===== config.mk =====
export PLATFORM = sky130hd
export DESIGN_NAME = dice_roll_engine
export DESIGN_NICKNAME = d
export VERILOG_FILES = /design/src/rtl/dice_roll_engine.sv
export SDC_FILE = /design/constraint.sdc
export NUM_CORES = 1
export LEC_CHECK = 0
export CAP_MARGIN = 20
export CORE_ASPECT_RATIO = 0.9
export CORE_MARGIN = 2
export CORE_UTILIZATION = 55
export DETAILED_ROUTE_END_ITERATION = 12
export DONT_BUFFER_PORTS = 1
export GPL_ROUTABILITY_DRIVEN = 1
export PLACE_DENSITY = 0.7
export SETUP_SLACK_MARGIN = 0.4
export SKIP_LAST_GASP = 1
export SYNTH_ARGS = -nofsm -noshare
export SYNTH_HDL_FRONTEND = slang
export SYNTH_SLANG_ARGS = --single-unit

===== constraint.sdc =====
create_clock -name clk -period 5.7 [get_ports clk]
set_input_delay 0.57 -clock clk [delete_from_list [all_inputs] [get_ports clk]]
set_output_delay 0.57 -clock clk [all_outputs]
set_load 0.02 [all_outputs]

===== src/rtl/dice_roll_engine.sv =====
// Die roller: a synchronised ROLL edge starts a tumble driven by a free-running LFSR,
// then settles on a uniformly distributed 1..N value using rejection sampling.
module dice_roll_engine #(
    parameter int          ROLL_CYCLES = 32,
    parameter logic [15:0] LFSR_SEED   = 16'hACE1
) (
    input  logic       clk,
    input  logic       rst_n,
    input  logic [2:0] dieSelect,
    input  logic       roll_btn,
    output logic [4:0] result,
    output logic       result_valid,
    output logic       rolling,
    output logic [4:0] die_sides
);

    localparam int TC_W = (ROLL_CYCLES > 1) ? $clog2(ROLL_CYCLES) : 1;

    typedef enum logic [1:0] {IDLE, ROLL, SETTLE, DONE} state_t;

    state_t          state_q;
    logic [15:0]     lfsr_q;
    logic [15:0]     lfsr_d;
    logic            s1_q;
    logic            s2_q;
    logic            sprev_q;
    logic            rise;
    logic [TC_W-1:0] tc_q;
    logic [4:0]      test_cnt_q;
    logic [4:0]      result_q;
    logic [4:0]      sides_q;
    logic            valid_q;
    logic            rolling_q;
    logic [5:0]      cand;
    logic            ok;

    function automatic logic [4:0] sides_of(input logic [2:0] code);
        logic [4:0] s;
        case (code)
            3'b000:  s = 5'd4;
            3'b001:  s = 5'd6;
            3'b010:  s = 5'd8;
            3'b011:  s = 5'd10;
            3'b100:  s = 5'd12;
            default: s = 5'd20;
        endcase
        return s;
    endfunction

    // Taps 16,14,13,11 expressed for a right-shifting register.
    always_comb begin
        lfsr_d = {lfsr_q[0] ^ lfsr_q[2] ^ lfsr_q[3] ^ lfsr_q[5], lfsr_q[15:1]};
        cand   = {1'b0, lfsr_q[4:0]} + 6'd1;
        ok     = (cand <= {1'b0, sides_q});
        rise   = s2_q & ~sprev_q;
    end

    always_ff @(posedge clk or negedge rst_n) begin
        if (!rst_n) begin
            lfsr_q  <= LFSR_SEED;
            s1_q    <= 1'b0;
            s2_q    <= 1'b0;
            sprev_q <= 1'b0;
        end else begin
            lfsr_q  <= lfsr_d;
            s1_q    <= roll_btn;
            s2_q    <= s1_q;
            sprev_q <= s2_q;
        end
    end

    always_ff @(posedge clk or negedge rst_n) begin
        if (!rst_n) begin
            state_q    <= IDLE;
            tc_q       <= '0;
            test_cnt_q <= 5'd1;
            result_q   <= '0;
            sides_q    <= '0;
            valid_q    <= 1'b0;
            rolling_q  <= 1'b0;
        end else begin
            case (state_q)
                IDLE, DONE: begin
                    if (rise) begin
                        if (dieSelect[2:1] == 2'b11) begin
                            sides_q    <= 5'd20;
                            result_q   <= test_cnt_q;
                            valid_q    <= 1'b1;
                            test_cnt_q <= (test_cnt_q == 5'd20) ? 5'd1 : test_cnt_q + 5'd1;
                            rolling_q  <= 1'b0;
                            state_q    <= DONE;
                        end else begin
                            sides_q   <= sides_of(dieSelect);
                            valid_q   <= 1'b0;
                            tc_q      <= TC_W'(ROLL_CYCLES - 1);
                            rolling_q <= 1'b1;
                            state_q   <= ROLL;
                        end
                    end
                end
                ROLL: begin
                    if (ok) begin
                        result_q <= cand[4:0];
                    end
                    if (tc_q == '0) begin
                        state_q <= SETTLE;
                    end else begin
                        tc_q <= tc_q - TC_W'(1);
                    end
                end
                SETTLE: begin
                    // Rejected candidates just wait for the next LFSR step.
                    if (ok) begin
                        result_q  <= cand[4:0];
                        valid_q   <= 1'b1;
                        rolling_q <= 1'b0;
                        state_q   <= DONE;
                    end
                end
                default: state_q <= IDLE;
            endcase
        end
    end

    assign result       = result_q;
    assign result_valid = valid_q;
    assign rolling      = rolling_q;
    assign die_sides    = sides_q;

endmodule


Word-level counts from Yosys, hierarchy flattened

Cells that the tools add are included.

Word-level logic and storage cells: 73
Output and inout port bits: 12
Input port bits: 6
Register bits: 43

Order comparisons: 1
Multiplexer cells: 24
$add $sub $neg: 3
Equal/unequal tests: 16
Bitwise gates (word level): 5
Reduce and logical (&&, ||, !) cells: 13

Operator list:

| operator            | count |
|---|---|
| $mux 5              | 8 |
| $pmux 5 s5          | 1 |
| $pmux 5 s2          | 2 |
| $ne 2x2->1 const B  | 6 |
| $reduce_and 3->1    | 4 |
| $mux 2              | 4 |
| $add 5x1->6 const B | 1 |
| $eq 2x2->1 const B  | 3 |
| $eq 3x2->1 const B  | 2 |
| $le 6x5->1          | 1 |
| $mux 1              | 6 |
| $pmux 2 s3          | 1 |
| $add 5x1->5 const B | 1 |
| $eq 5x5->1 const B  | 1 |
| $logic_not 5->1     | 1 |
| $sub 5x1->5 const B | 1 |
| $pmux 1 s2          | 2 |
| $reduce_and 4->1    | 1 |
| $reduce_bool 2->1   | 2 |
| $reduce_or 2->1     | 2 |
| $eq 3x1->1 const B  | 1 |
| $eq 3x3->1 const B  | 1 |
| $logic_not 3->1     | 1 |
| $xor 1x1->1         | 3 |
| other kinds (6)     | 6 |

Logic depth before layout (Yosys ltp)

Depth in word-level cells: 4
Depth in mapped cells: 8
Depth with buffers taken out: 8

Worst setup path before layout

OpenSTA, ideal clock, no wires.

Kind: reg-to-reg
Start point: register lfsr_q[0]
End point: register result_q[0], in the netlist result[0]
Buffers on the path: 0
Clock period less this slack: 2.361 ns
Library setup time: 0.125 ns
Arrival time: 2.236 ns
Stages on the path, launching flop included: 9
Slack: 3.339 ns
Required time: 5.575 ns
Cells stage by stage: dfstp_2 ha_1 xor2_1 ha_1 nor2b_1 o211ai_1 a21boi_2 o32ai_4 mux2_2

Word-level cells in the longest chain between the ends: 4
Elaborated cells on any way between the ends: 6
Those cells by class: 1 x add/sub; 1 x order compare; 1 x eq/ne; 2 x mux; 1 x reduce/logical

RTL lines:

| element                           | line | RTL |
|---|---|---|
| start, declared                   | 22   | `logic [15:0] lfsr_q;` |
| start signal, assigned            | 65   | `lfsr_q <= lfsr_d;` |
| $add 5x1->6 *                     | 53   | `cand = {1'b0, lfsr_q[4:0]} + 6'd1;` |
| $le 6x5->1                        | 54   | `ok = (cand <= {1'b0, sides_q});` |
| $ne 2x1->1 (no source line)       | --   |  |
| $reduce_and 3->1 (no source line) | --   |  |
| end signal, assigned              | 87   | `result_q <= test_cnt_q;` |
| end signal, assigned              | 103  | `result_q <= cand[4:0];` |
| end signal, assigned              | 114  | `result_q <= cand[4:0];` |
| end, declared                     | 30   | `logic [4:0] result_q;` |

Every way passes the cells marked *; elsewhere a longest branch is shown, timed or not. The select of a mux whose other input is x is not followed.
A chain may end at the register's enable or synchronous reset.

Worst setup path in the final report

Start point: register lfsr_q[0]
End point: register result_q[1], in the netlist result[1]

Same word-level chain as after synthesis.

==> flow_summary.toml <==
[run_status]
outcome = "complete, no violations"

[worst_setup_path]
cp-end-kind = "flip-flop"
setup.worst_path.start_class = "flip-flop"
critical_path.most_common_cell = "sky130_fd_sc_hd__ha_1"
worstPathCellList = "ha_1 -> xor2_1 -> ha_1 -> nor2b_1 -> o211ai_1 -> a21boi_2 -> o32ai_4 -> mux2_2"
cpLargestDelayFamily = "compound AO/OA/AOI/OAI gates"
worst_path_max_fanout = 5
critical_path.n_buffers_inverters = 0
worstSetupPathType = "flip-flop to flip-flop"
critical-path-max-stage-delay_ns = 0.57
cp.required_ns = 5.88
critPathSlowestCell = "sky130_fd_sc_hd__dfstp_2"
arrival_time_reported_for_the_critical_path_endpoint_ns = 2.76

[power]
power_density_nw_per_um2 = 449
leakagePower_uw = 0.00100
netSwitchingFraction_pct = 37.5
cell_internal_power_uw = 601
p_comb_share_pct = 32.4
irDropWorstVdd_v = 0.000231
power_frac_seq_pct = 47.0
power_switching_uw = 361
power.share.clock_pct = 20.5

[floorplanning]
die_area_sq_um = 4100
ioPinCount = 18
fp.coreArea_sq_um = 3400
start_util_pct = 58.2
die_height_um = 61.0
chipWidth_um = 67.3
fp-row-count = 20

[synth]
synth_nets = 191
synthArstFlopShare_pct = 100
summed_instance_area_of_the_synthesized_netlist_sq_um = 1980
post-synth-top-area-fraction_pct = 41.7
synthDominantAreaCellType = "sky130_fd_sc_hd__dfrtp_1"
synth_top_flop_cell = "sky130_fd_sc_hd__dfrtp_1"
post_synth_num_cell_types = 46
syn-instance-count = 173
synth_enable_flop_cells = 0
ys_ff_latch = 42
yosysMostFrequentCell = "sky130_fd_sc_hd__dfrtp_1"
cells_taking_the_most_area_after_synthesis = "sky130_fd_sc_hd__dfrtp_1 (42%), sky130_fd_sc_hd__dfstp_2 (12%), sky130_fd_sc_hd__ha_1 (7.6%)"
synth_commonest_cells = "sky130_fd_sc_hd__dfrtp_1 (33), sky130_fd_sc_hd__nand2_1 (16), sky130_fd_sc_hd__inv_1 (14)"
synth-warning-count = 0
synthesis.area_per_instance_sq_um = 11.5
yosysSeqAreaShare_pct = 53.6

[sta]
tightestPinTransition_ns = 0.599
rsz0062_at_grt = "no"
portion_of_the_clock_cycle_consumed_by_the_worst_path_in_the_final_layout_pct = 45.2
timing.max_slew.rel_slack_pct = 59.9
report.final.hold_viol_count = 0
fin_crit_ns = 2.58
drv_slew = 0
timing.setup.tns_ns = 0
final.setup_skew_ns = 0.00479
clock.fmax_mhz = 388
setup_failing_eps_final = 0

[route]
route.detailed.wl_per_inst_um = 14.9
detail_route.drc_violations = 0
vias = 1227
detail_route.first_pass.iterations = 4
initialDrtViolationCount = 87
finalWirelength_um = 3350
detailed_route_vias_per_instance = 5.48
detail-route-antenna-nets = 0

[place]
routability_congestion = 0.806
io_buffer_count = 0
post-dp-hpwl_um = 2320
dpl_cell_area_sq_um = 2030

[clock_tree]
postCtsResizedCells = 0
cts-root-buf = "sky130_fd_sc_hd__clkbuf_8"
cts.path.max_buffers = 2
cts_inserted_buffers = 5
htreeDepth = 2
clkSlewWorstSetupHoldPaths_ns = 0.08
clock_sinks = 42
clk_latency_ns = 0.29
cts_tree = "yes"

[layout]
antenna-diode-count = 0
finish.instance_area_sq_um = 2140
multiInputGateArea_sq_um = 856
layout-drive-gt1-share_pct = 18.9
syn2layout_area_growth_pct = 8.02
regArea_sq_um = 1060
n_fill_cell = 291
design.final.nets = 197

[global_route]
grt_remaining_overflow = 0
via_count_of_the_first_global_routing_pass = 1299
grt_pass1_wl_um = 6140
grtUsageTotal_pct = 20.7
grt_max_degree = 34
grt_antenna_before_repair = 0

[worst_hold_path]
worst_hold_path_type = "input pin to asynchronous set/reset pin"

[run]
timing.max_cap.violations = 0
[metrics by stage]
step	worst slack, ns	hold slack [ns]	util [%]	total power, uW	cells
2_1_floorplan	3.34	0.274	-	700	173
3_3_place_gp	3.24	0.275	59.5	749	215
3_5_place_dp	3.12	0.275	59.5	763	215
4_1_cts	3.10	0.0955	62.9	972	224
5_1_grt	2.93	0.0902	62.9	1040	224
6_report	3.12	0.0954	62.9	962	224
[final timing paths]
check | start | end | slack (ns) | depth (start not counted)
max | lfsr_q[0] | result[1] | 3.12 | 8
min | rst_n | test_cnt_q[4] | 0.1 | 1
max reg2reg | lfsr_q[0] | result[1] | 3.12 | 8
min reg2reg | lfsr_q[9] | lfsr_q[8] | 0.35 | 0
max in group asynchronous | rst_n | lfsr_q[12] | 5.42 | 1
min in group clk | roll_btn | s1_q | 0.30 | 0
[routing by layer]
layer  up-vias  track usage (%)  share of wire, %
met4         0             9.33               1.6
met2        17             32.8                45
met1       593             26.8                49
li1        612                -                 -
met5         -                0                 0
met3         5             5.75               4.0
[repair_timing]
item / in CTS / in global routing
endpoints found under the hold margin: 33 / 0
setup buffers: 0 / 0
hold buffers: 1 / 0
setup endpoints to repair: 0 / 0
[layout by cell type, fill, tap and decap left out, types with 3 or more instances in the layout]
cell type                  instances
sky130_fd_sc_hd__dfstp_2           9
sky130_fd_sc_hd__xnor2_1           4
sky130_fd_sc_hd__dfrtp_1          33
sky130_fd_sc_hd__nand4_1           3
sky130_fd_sc_hd__nand3_1           6
sky130_fd_sc_hd__xor2_1            5
sky130_fd_sc_hd__inv_1            14
sky130_fd_sc_hd__mux2_2            8
sky130_fd_sc_hd__a21oi_1           5
sky130_fd_sc_hd__nor2b_1           3
sky130_fd_sc_hd__o21ai_0           9
sky130_fd_sc_hd__nor3_1            3
sky130_fd_sc_hd__ha_1             12
sky130_fd_sc_hd__clkbuf_8          6
sky130_fd_sc_hd__nor2_1            6
sky130_fd_sc_hd__nand2_1          16
[state kept, by name, indices dropped and copies added (netlist names), 2 cells and up]
register,cells
lfsr_q,16
result,5
tc_q,5
test_cnt_q,5
die_sides,4
state_q,2
[area by class of cell]
type	instances	share of cell area [%]
flip-flops and latches	42	49.6
multi-input cells	115	40.0
clock buffers	6	3.86
well taps	44	2.57
inverters	14	2.45
clock inverters	2	0.584
repair buffers	1	0.935
[cells by family after synthesis]
family,after synthesis,synth area share (%)
AND/OR/NAND/NOR,48,12.7
XOR/XNOR,9,3.98
flip-flops,42,53.6
multiplexers,10,5.56
buffers and inverters,16,3.22
AO/OA/AOI/OAI,35,13.2
other,1,0.189
adder cells (fa/ha/maj),12,7.58
[power groups by stage]
stage | clock (uW) | sequential [uW] | combinational, uW
2_1_floorplan | 0 | 441 | 259
3_3_place_gp | 0 | 455 | 294
3_5_place_dp | 0 | 458 | 305
4_1_cts | 206 | 452 | 314
5_1_grt | 217 | 464 | 357
6_report | 197 | 452 | 312
Note: power is estimated with default switching activity, not from simulation.
